$ cat config.mk
export PLATFORM = sky130hd
export DESIGN_NAME = dram_req_sched
export DESIGN_NICKNAME = d
export VERILOG_FILES = /design/src/rtl/dram_req_sched.sv
export SDC_FILE = /design/constraint.sdc
export NUM_CORES = 1
export LEC_CHECK = 0
export BUFFER_PORTS_ARGS = -buffer_cell sky130_fd_sc_hd__buf_2
export CORE_MARGIN = 2
export CORE_UTILIZATION = 45
export CTS_CLUSTER_DIAMETER = 30
export DETAILED_ROUTE_END_ITERATION = 10
export PLACE_DENSITY = 0.9
export SYNTH_ARGS = -nofsm -noshare
export SYNTH_HDL_FRONTEND = slang
export SYNTH_SLANG_ARGS = --single-unit
$ cat constraint.sdc
create_clock -name fclk -period 3.5 [get_ports fclk]
set_clock_uncertainty 0.2 [all_clocks]
set_input_delay 0.175 -clock fclk [delete_from_list [all_inputs] [get_ports fclk]]
set_output_delay 0.175 -clock fclk [all_outputs]
set_load 0.1 [all_outputs]
$ cat src/rtl/dram_req_sched.sv
// DRAM cycle scheduler: arbitrates refresh, CPU and video requests onto one DRAM sequencer.
// Grant statistics are built only when DRAM_REQ_SCHED_STATS_EN is defined.
module dram_req_sched #(
   parameter int unsigned RFSH_DIV      = 436,
   parameter int unsigned RFSH_MAX_PEND = 4,
   parameter int unsigned CPU_MIN_SLOT  = 4
) (
   input  logic        fclk,
   input  logic        rst_n,
   input  logic        video_req,
   input  logic [20:0] video_addr,
   input  logic        cpu_req,
   input  logic        cpu_rnw,
   input  logic [20:0] cpu_addr,
   input  logic [15:0] cpu_wrdata,
   input  logic [1:0]  cpu_bsel,
   output logic        video_grant,
   output logic        cpu_grant,
   output logic        dram_go,
   output logic        dram_rfsh,
   output logic        dram_rnw,
   output logic [20:0] dram_addr,
   output logic [15:0] dram_wrdata,
   output logic [1:0]  dram_bsel,
   input  logic        dram_cyc_end,
   output logic [2:0]  rfsh_pend,
   output logic        rfsh_ovf,
   output logic [15:0] stat_video,
   output logic [15:0] stat_cpu,
   output logic [15:0] stat_rfsh,
   input  logic        stat_clr
);
   localparam int unsigned DIV_W  = (RFSH_DIV > 1) ? $clog2(RFSH_DIV) : 1;
   localparam int unsigned STRK_W = (CPU_MIN_SLOT > 0) ? $clog2(CPU_MIN_SLOT + 1) : 1;
   localparam logic [DIV_W-1:0]  DIV_LOAD = DIV_W'(RFSH_DIV - 1);
   localparam logic [2:0]        PEND_MAX = 3'(RFSH_MAX_PEND);
   localparam logic [STRK_W-1:0] STRK_MAX = STRK_W'(CPU_MIN_SLOT);

   typedef enum logic {IDLE, WAIT_END} state_t;

   state_t            state;
   logic [DIV_W-1:0]  div_cnt;
   logic [STRK_W-1:0] streak;
   logic              tick;
   logic              pick_rfsh, pick_cpu, pick_video;

   assign tick = (div_cnt == '0);

   always_comb begin
      pick_rfsh  = 1'b0;
      pick_cpu   = 1'b0;
      pick_video = 1'b0;
      if (state == IDLE) begin
         if (rfsh_pend == PEND_MAX)            pick_rfsh  = 1'b1;
         else if (cpu_req && streak == STRK_MAX) pick_cpu = 1'b1;
         else if (video_req)                   pick_video = 1'b1;
         else if (cpu_req)                     pick_cpu   = 1'b1;
         else if (rfsh_pend != '0)             pick_rfsh  = 1'b1;
      end
   end

   always_ff @(posedge fclk or negedge rst_n) begin
      if (!rst_n) begin
         state       <= IDLE;
         dram_go     <= 1'b0;
         video_grant <= 1'b0;
         cpu_grant   <= 1'b0;
         dram_rfsh   <= 1'b0;
         dram_rnw    <= 1'b0;
         dram_addr   <= '0;
         dram_wrdata <= '0;
         dram_bsel   <= '0;
         streak      <= '0;
      end else begin
         dram_go     <= 1'b0;
         video_grant <= 1'b0;
         cpu_grant   <= 1'b0;
         case (state)
            IDLE: begin
               if (pick_rfsh) begin
                  dram_go   <= 1'b1;
                  dram_rfsh <= 1'b1;
                  dram_rnw  <= 1'b1;
                  state     <= WAIT_END;
               end else if (pick_cpu) begin
                  dram_go     <= 1'b1;
                  cpu_grant   <= 1'b1;
                  dram_rfsh   <= 1'b0;
                  dram_rnw    <= cpu_rnw;
                  dram_addr   <= cpu_addr;
                  dram_wrdata <= cpu_wrdata;
                  dram_bsel   <= cpu_bsel;
                  state       <= WAIT_END;
               end else if (pick_video) begin
                  dram_go     <= 1'b1;
                  video_grant <= 1'b1;
                  dram_rfsh   <= 1'b0;
                  dram_rnw    <= 1'b1;
                  dram_addr   <= video_addr;
                  dram_bsel   <= 2'b11;
                  state       <= WAIT_END;
               end
            end
            WAIT_END: if (dram_cyc_end) state <= IDLE;
            default:  state <= IDLE;
         endcase
         // Streak only matters while the CPU is waiting, so an idle CPU resets it.
         if ((state == IDLE && !cpu_req) || pick_cpu)
            streak <= '0;
         else if (pick_video && streak != STRK_MAX)
            streak <= streak + 1'b1;
      end
   end

   always_ff @(posedge fclk or negedge rst_n) begin
      if (!rst_n) begin
         div_cnt   <= DIV_LOAD;
         rfsh_pend <= '0;
         rfsh_ovf  <= 1'b0;
      end else begin
         div_cnt <= tick ? DIV_LOAD : div_cnt - 1'b1;
         case ({tick, pick_rfsh})
            2'b10: begin
               if (rfsh_pend == PEND_MAX) rfsh_ovf <= 1'b1;
               else                       rfsh_pend <= rfsh_pend + 1'b1;
            end
            2'b01:   rfsh_pend <= rfsh_pend - 1'b1;
            default: rfsh_pend <= rfsh_pend;
         endcase
      end
   end

`ifdef DRAM_REQ_SCHED_STATS_EN
   always_ff @(posedge fclk or negedge rst_n) begin
      if (!rst_n) begin
         stat_video <= '0;
         stat_cpu   <= '0;
         stat_rfsh  <= '0;
      end else if (stat_clr) begin
         stat_video <= '0;
         stat_cpu   <= '0;
         stat_rfsh  <= '0;
      end else begin
         if (pick_video && stat_video != '1) stat_video <= stat_video + 1'b1;
         if (pick_cpu   && stat_cpu   != '1) stat_cpu   <= stat_cpu + 1'b1;
         if (pick_rfsh  && stat_rfsh  != '1) stat_rfsh  <= stat_rfsh + 1'b1;
      end
   end
`else
   logic unused_stat_clr;
   assign unused_stat_clr = stat_clr;
   assign stat_video = '0;
   assign stat_cpu   = '0;
   assign stat_rfsh  = '0;
`endif

endmodule

==> flow_metrics.tcl, run 1 <==
set metrics [dict create \
    drv_slew 0 \
    layout-drive-gt1-share_pct 33.7 \
    via_per_inst 4.80 \
    post-route-period-util_pct 83.7 \
    seq_area_frac_synth_pct 49.1 \
    grt_remaining_overflow 0 \
    synth_cell_types 46 \
    cp-end-kind "flop" \
    finalCriticalPeriod_ps 2930 \
    crit-reg2reg-launch "div_cnt[0]" \
    criticalPathCategory "flop to flop" \
    yosys_most_used_dff "dfrtp_1" \
    drt_iter0_drc 106 \
    synth_seq_cells 61 \
    synth_edf_count 0 \
    ys_async_sr_fraction_pct 100 \
    cp-start-kind "flop" \
    initial_core_util_pct 46.2 \
    grt_use_total_pct 21.5 \
    antenna_cells 0 \
    synth_cells 291 \
    dr.pass1.iters 4 \
    grt_first_pass_wirelength_um 12600 \
    hold_viol_final 0 \
    required_ps 3510 \
    clk_pin_slew_worst_paths_ps 70 \
    worst_pin_slew_ps 690 \
    synth_common_cells "dfrtp_1, buf_4, nand2_1" \
    clockRootBuffer "clkbuf_8" \
    post_cts_buffers 0 \
    cts_tree "built" \
    clockBufferDepth 2 \
    drcViolationCount 0 \
    antenna_found_initial 0 \
    clkSinkCount 61 \
    grt_max_degree 44 \
    setup_violations 0 \
    htreeDepth 3 \
    arrival_ps 2940 \
    first_global_vias 2753 \
    min_from "cpu_addr[20]" \
    numCtsBuffers 9 \
    rows 30 \
    finalWirelength_um 8000 \
    core_area_um2 6760 \
    vias 2664 \
    rsz0062_at_grt "false" \
    worst-path-max-fanout 6 \
    path_cells "inv_1 -> ha_1 -> or4b_4 -> nor2_8 -> or3_1 -> fa_1 -> or3_1 -> a211o_1" \
    fmax_mhz 342 \
    path_common_cell "or3_1" \
    yosysMostFrequentCell "dfrtp_1" \
    synth_top_cell_by_area "dfrtp_1" \
    die_x_um 87.3 \
    clk_latency_ps 330 \
    areaGrowthSynthToFinish_pct 40.4 \
    slowest_delay_ps 540 \
    outcome "finished, final reports clean" \
    post_drt_wl_per_cell_um 14.4 \
    yosysWarningCount 0 \
    die-area_um2 7620 \
    hpwlAfterDp_um 4790 \
    startpoint "div_cnt[0]" \
    syn-cell-area_um2 3120 \
    place_congestion 0.830 \
    cts_resized 0 \
    hp-class "primary input to flop" \
    avgSynthCellArea_um2 10.7 \
    io_buffer_count 113 \
    ant_nets 0 \
    cpMaxStageDelayCell "dfstp_2" \
    synth_area_leaders "dfrtp_1, buf_4, mux2i_1, dfstp_2, mux2_2" \
    setup_tns_ps 0 \
    synth_top_area_share_pct 44.1 \
    dieHeight_um 87.3 \
    maxSlewHeadroom_pct 54.0 \
    layout.nets 542 \
    num_io_pins 163 \
    cts_hold_buf 63 \
    cap_violations 0 \
]
==> critical path, delay by kind of cell, from the launching register on <==
kind,cells,cell delay [ps]
buf+inv,1,60
compound gates,1,260
fa+ha+maj,2,650
simple gates,4,1110
flops,1,540
==> metal layers <==
metal  routed length, um  share of wire (%)  vias to the layer above  GRT usage, %
li1                    -                  -                     1258             -
met1                2980                 37                     1257          23.5
met2                4300                 54                      131          38.4
met3                 521                6.5                       18          6.82
met4                 188                2.4                        0          8.53
met5                   0                  0                        -             0
==> cells in the final DEF (no fill, tap or decap), types with 10 or more instances in the layout <==
master / Yosys / layout
mux2_2: 12 / 12
nand2_1: 31 / 31
conb_1: 1 / 48
buf_2: 4 / 113
dlygate4sd3_1: 0 / 63
dfrtp_1: 55 / 55
nor2_1: 12 / 12
mux2i_1: 23 / 23
o21ai_0: 26 / 26
inv_1: 11 / 11
clkbuf_8: 1 / 10
==> final cells by class <==
class / instances / area (um2)
Tap cell: 80 / 100
Timing Repair Buffer: 180 / 1230
Inverter: 11 / 41.3
Multi-Input combinational cell: 207 / 1310
Sequential cell: 61 / 1530
Clock inverter: 4 / 25.0
Clock buffer: 12 / 145
Fill cell: 517 / 2370
==> logic make-up after synthesis <==
family	count (synthesis)	share of synthesized area, %
simple gates	61	9.82
fa+ha+maj	5	2.24
other cells	1	0.120
flops	61	49.1
buf+inv	70	14.8
xor+xnor	2	0.561
mux	39	13.1
compound gates	52	10.2
==> metrics by stage <==
step / cells / worst slack, ps / utilization [%] / cell area [um2] / hold slack, ps
after floorplan: 338 / 264 / - / 3300 / -321
after global placement: 476 / 670 / 53.0 / 3580 / 48.1
after detailed placement: 476 / 579 / 53.0 / 3580 / 60.2
after CTS: 555 / 566 / 64.9 / 4380 / 1.13
after global routing: 555 / 452 / 64.9 / 4380 / 18.9
final: 555 / 572 / 64.9 / 4380 / 20.9
==> flip-flops by register name, summed over array words and instances, names as in the netlist, 2 cells and up <==
name and flops:
dram_bsel 2, div_cnt 9, dram_wrdata 16, streak 3
dram_addr 21, rfsh_pend 3
==> final timing paths <==
kind / slack, ps / to / cells past startpoint
max: 570 / rfsh_pend[2] / 8
max reg2reg: 570 / rfsh_pend[2] / 8
min in group asynchronous: 230 / dram_addr[0] / 2
min: 20 / dram_addr[20] / 3
min reg2reg: 260 / div_cnt[0] / 1
max in group asynchronous: 1980 / div_cnt[8] / 3
Power of run 1 is left out: the tool's default activity adds up to more than one toggle a clock period on the data nets, which glitch-free logic cannot reach.
==> inputs of run 2 (changes only) <==
Settings changed: CORE_UTILIZATION 45 to 41, PLACE_DENSITY 0.9 to 0.87.
Clock period 3.5 ns to 2.65 ns, I/O delays scaled along.
==> run 2 against run 1 <==
First-iteration DRC count shrank 29%. Register-to-register slack lost 540 ps. Critical path type unchanged. Maximum frequency grew 12%. Setup slack lost 540 ps. Highest routed layer unchanged. Sequential cell count is the same. Non-clock buffer count grew 13. Count of clock-buffer cells in the layout shrank 2. Cell area grew 4.5%. Die area grew 9.3%.
==> flow_metrics.tcl, run 2 (same netlist as run 1, synthesis figures left out) <==
set metrics [dict create \
    rows 31 \
    antenna_found_initial 0 \
    layout-drive-gt1-share_pct 37.1 \
    layout.nets 555 \
    required_ps 2670 \
    rsz0062_at_grt "true" \
    grt_remaining_overflow 0 \
    post_drt_wl_per_cell_um 14.0 \
    numCtsBuffers 9 \
    areaGrowthSynthToFinish_pct 46.7 \
    core_area_um2 7330 \
    worst-path-max-fanout 3 \
    grt_max_degree 41 \
    via_per_inst 4.66 \
    clk_pin_slew_worst_paths_ps 70 \
    io_buffer_count 113 \
    drcViolationCount 0 \
    num_io_pins 163 \
    final_cell_area_um2 4580 \
    final_cell_mix "buf_2, dlygate4sd3_1, dfrtp_1, conb_1, nand2_1" \
    place_congestion 0.936 \
    drv_slew 0 \
    cts_tree "built" \
    dr.pass1.iters 4 \
    clockRootBuffer "clkbuf_8" \
    post-route-period-util_pct 98.8 \
    cp-start-kind "flop" \
    drt_iter0_drc 75 \
    finalCriticalPeriod_ps 2620 \
    hold_ws_ps 266 \
    vias 2742 \
    final_common_cell "buf_2" \
    worst_pin_slew_ps 914 \
    dp_slack_ps -46.3 \
    maxSlewHeadroom_pct 39.1 \
    clkSinkCount 61 \
    outcome "finished, final reports clean" \
    largest_reg_flops 21 \
    clk_latency_ps 330 \
    initial_core_util_pct 42.6 \
    htreeDepth 3 \
    criticalPathCategory "flop to flop" \
    first_global_vias 2863 \
    grt_first_pass_wirelength_um 13100 \
    dieHeight_um 91.3 \
    finalWirelength_um 8270 \
    arrival_ps 2640 \
    regMostFlops "dram_addr" \
    fin_ws_ps 32.9 \
    hpwlAfterDp_um 4950 \
    clockBufferDepth 2 \
    cp-end-kind "flop" \
    grt_use_total_pct 20.2 \
    cap_violations 0 \
    ant_nets 0 \
    setup_violations 0 \
    fmax_mhz 382 \
    die-area_um2 8330 \
    dpl_cell_area_um2 3680 \
    reg.largest.list "dram_addr (21), dram_wrdata (16), div_cnt (9)" \
    hold_viol_final 0 \
    hp-class "primary input to asynchronous set/reset pin" \
    die_x_um 91.3 \
]
-- run 2: cell count changes in the layout (fill, tap and decap cells not counted), sizes merged --
cell / previous run / this run
clkinvlp: 2 / 3
buf: 117 / 127
bufinv: 0 / 1
clkbuf: 12 / 10
dlygate4sd3: 63 / 66
diode: 0 / 2
-- run 2: area by class of cell --
class	instances	area, um2
Fill cell	561	2750
Timing Repair Buffer	193	1340
Clock buffer	10	138
Tap cell	99	124
Inverter	11	41.3
Sequential cell	61	1540
Antenna cell	2	5.00
Clock inverter	6	62.6
Multi-Input combinational cell	207	1330
-- run 2: path summary, 6_finish.rpt --
| path | startpoint | endpoint | slack [ps] | depth (start not counted) |
|---|---|---|---|---|
| max in group asynchronous | rst_n | dram_wrdata[2] | 1200 | 3 |
| hold reg to reg | rfsh_ovf | rfsh_ovf | 270 | 1 |
| hold / removal | rst_n | dram_addr[2] | 270 | 2 |
| setup / recovery | div_cnt[0] | rfsh_pend[2] | 30 | 8 |
| min in group fclk | rfsh_ovf | rfsh_ovf | 270 | 1 |
| setup reg to reg | div_cnt[0] | rfsh_pend[2] | 30 | 8 |
-- run 2: routing by layer --
layer / routed length, um / part of all wire [%] / vias up / track usage (%)
li1: - / - / 1284 / -
met1: 2810 / 34 / 1305 / 19.1
met2: 4670 / 57 / 128 / 38.8
met3: 521 / 6.3 / 25 / 5.48
met4: 265 / 3.2 / 0 / 11.1
met5: 0 / 0 / - / 0
-- run 2: per-stage QoR --
| stage | std cells | utilization, % | setup TNS (ps) |
|---|---|---|---|
| floorplan | 338 | - | -103 |
| global placement | 503 | 50.2 | 0 |
| detailed placement | 503 | 50.2 | -46.3 |
| CTS | 586 | 62.1 | 0 |
| global route | 587 | 62.4 | -14.6 |
| finish | 589 | 62.5 | 0 |
-- run 2: critical path, cell delays in order, from the launching register on --
cell and delay (ps):
dfstp_2 550, inv_2 50, ha_2 160, or4b_4 230
nor2_8 30, or3_4 340, fa_2 340, or3_1 370
a211o_1 260
-- run 2: repair_timing --
action / CTS / global route
hold buffers: 66 / 0
pin swaps: 2 / 1
endpoints found under the setup margin: 1 / 11
gates resized for setup: 2 / 4
gates cloned: 0 / 0
buffers inserted: 1 / 1
endpoints found under the hold margin: 78 / 0
Power of run 2 is left out for the same reason.
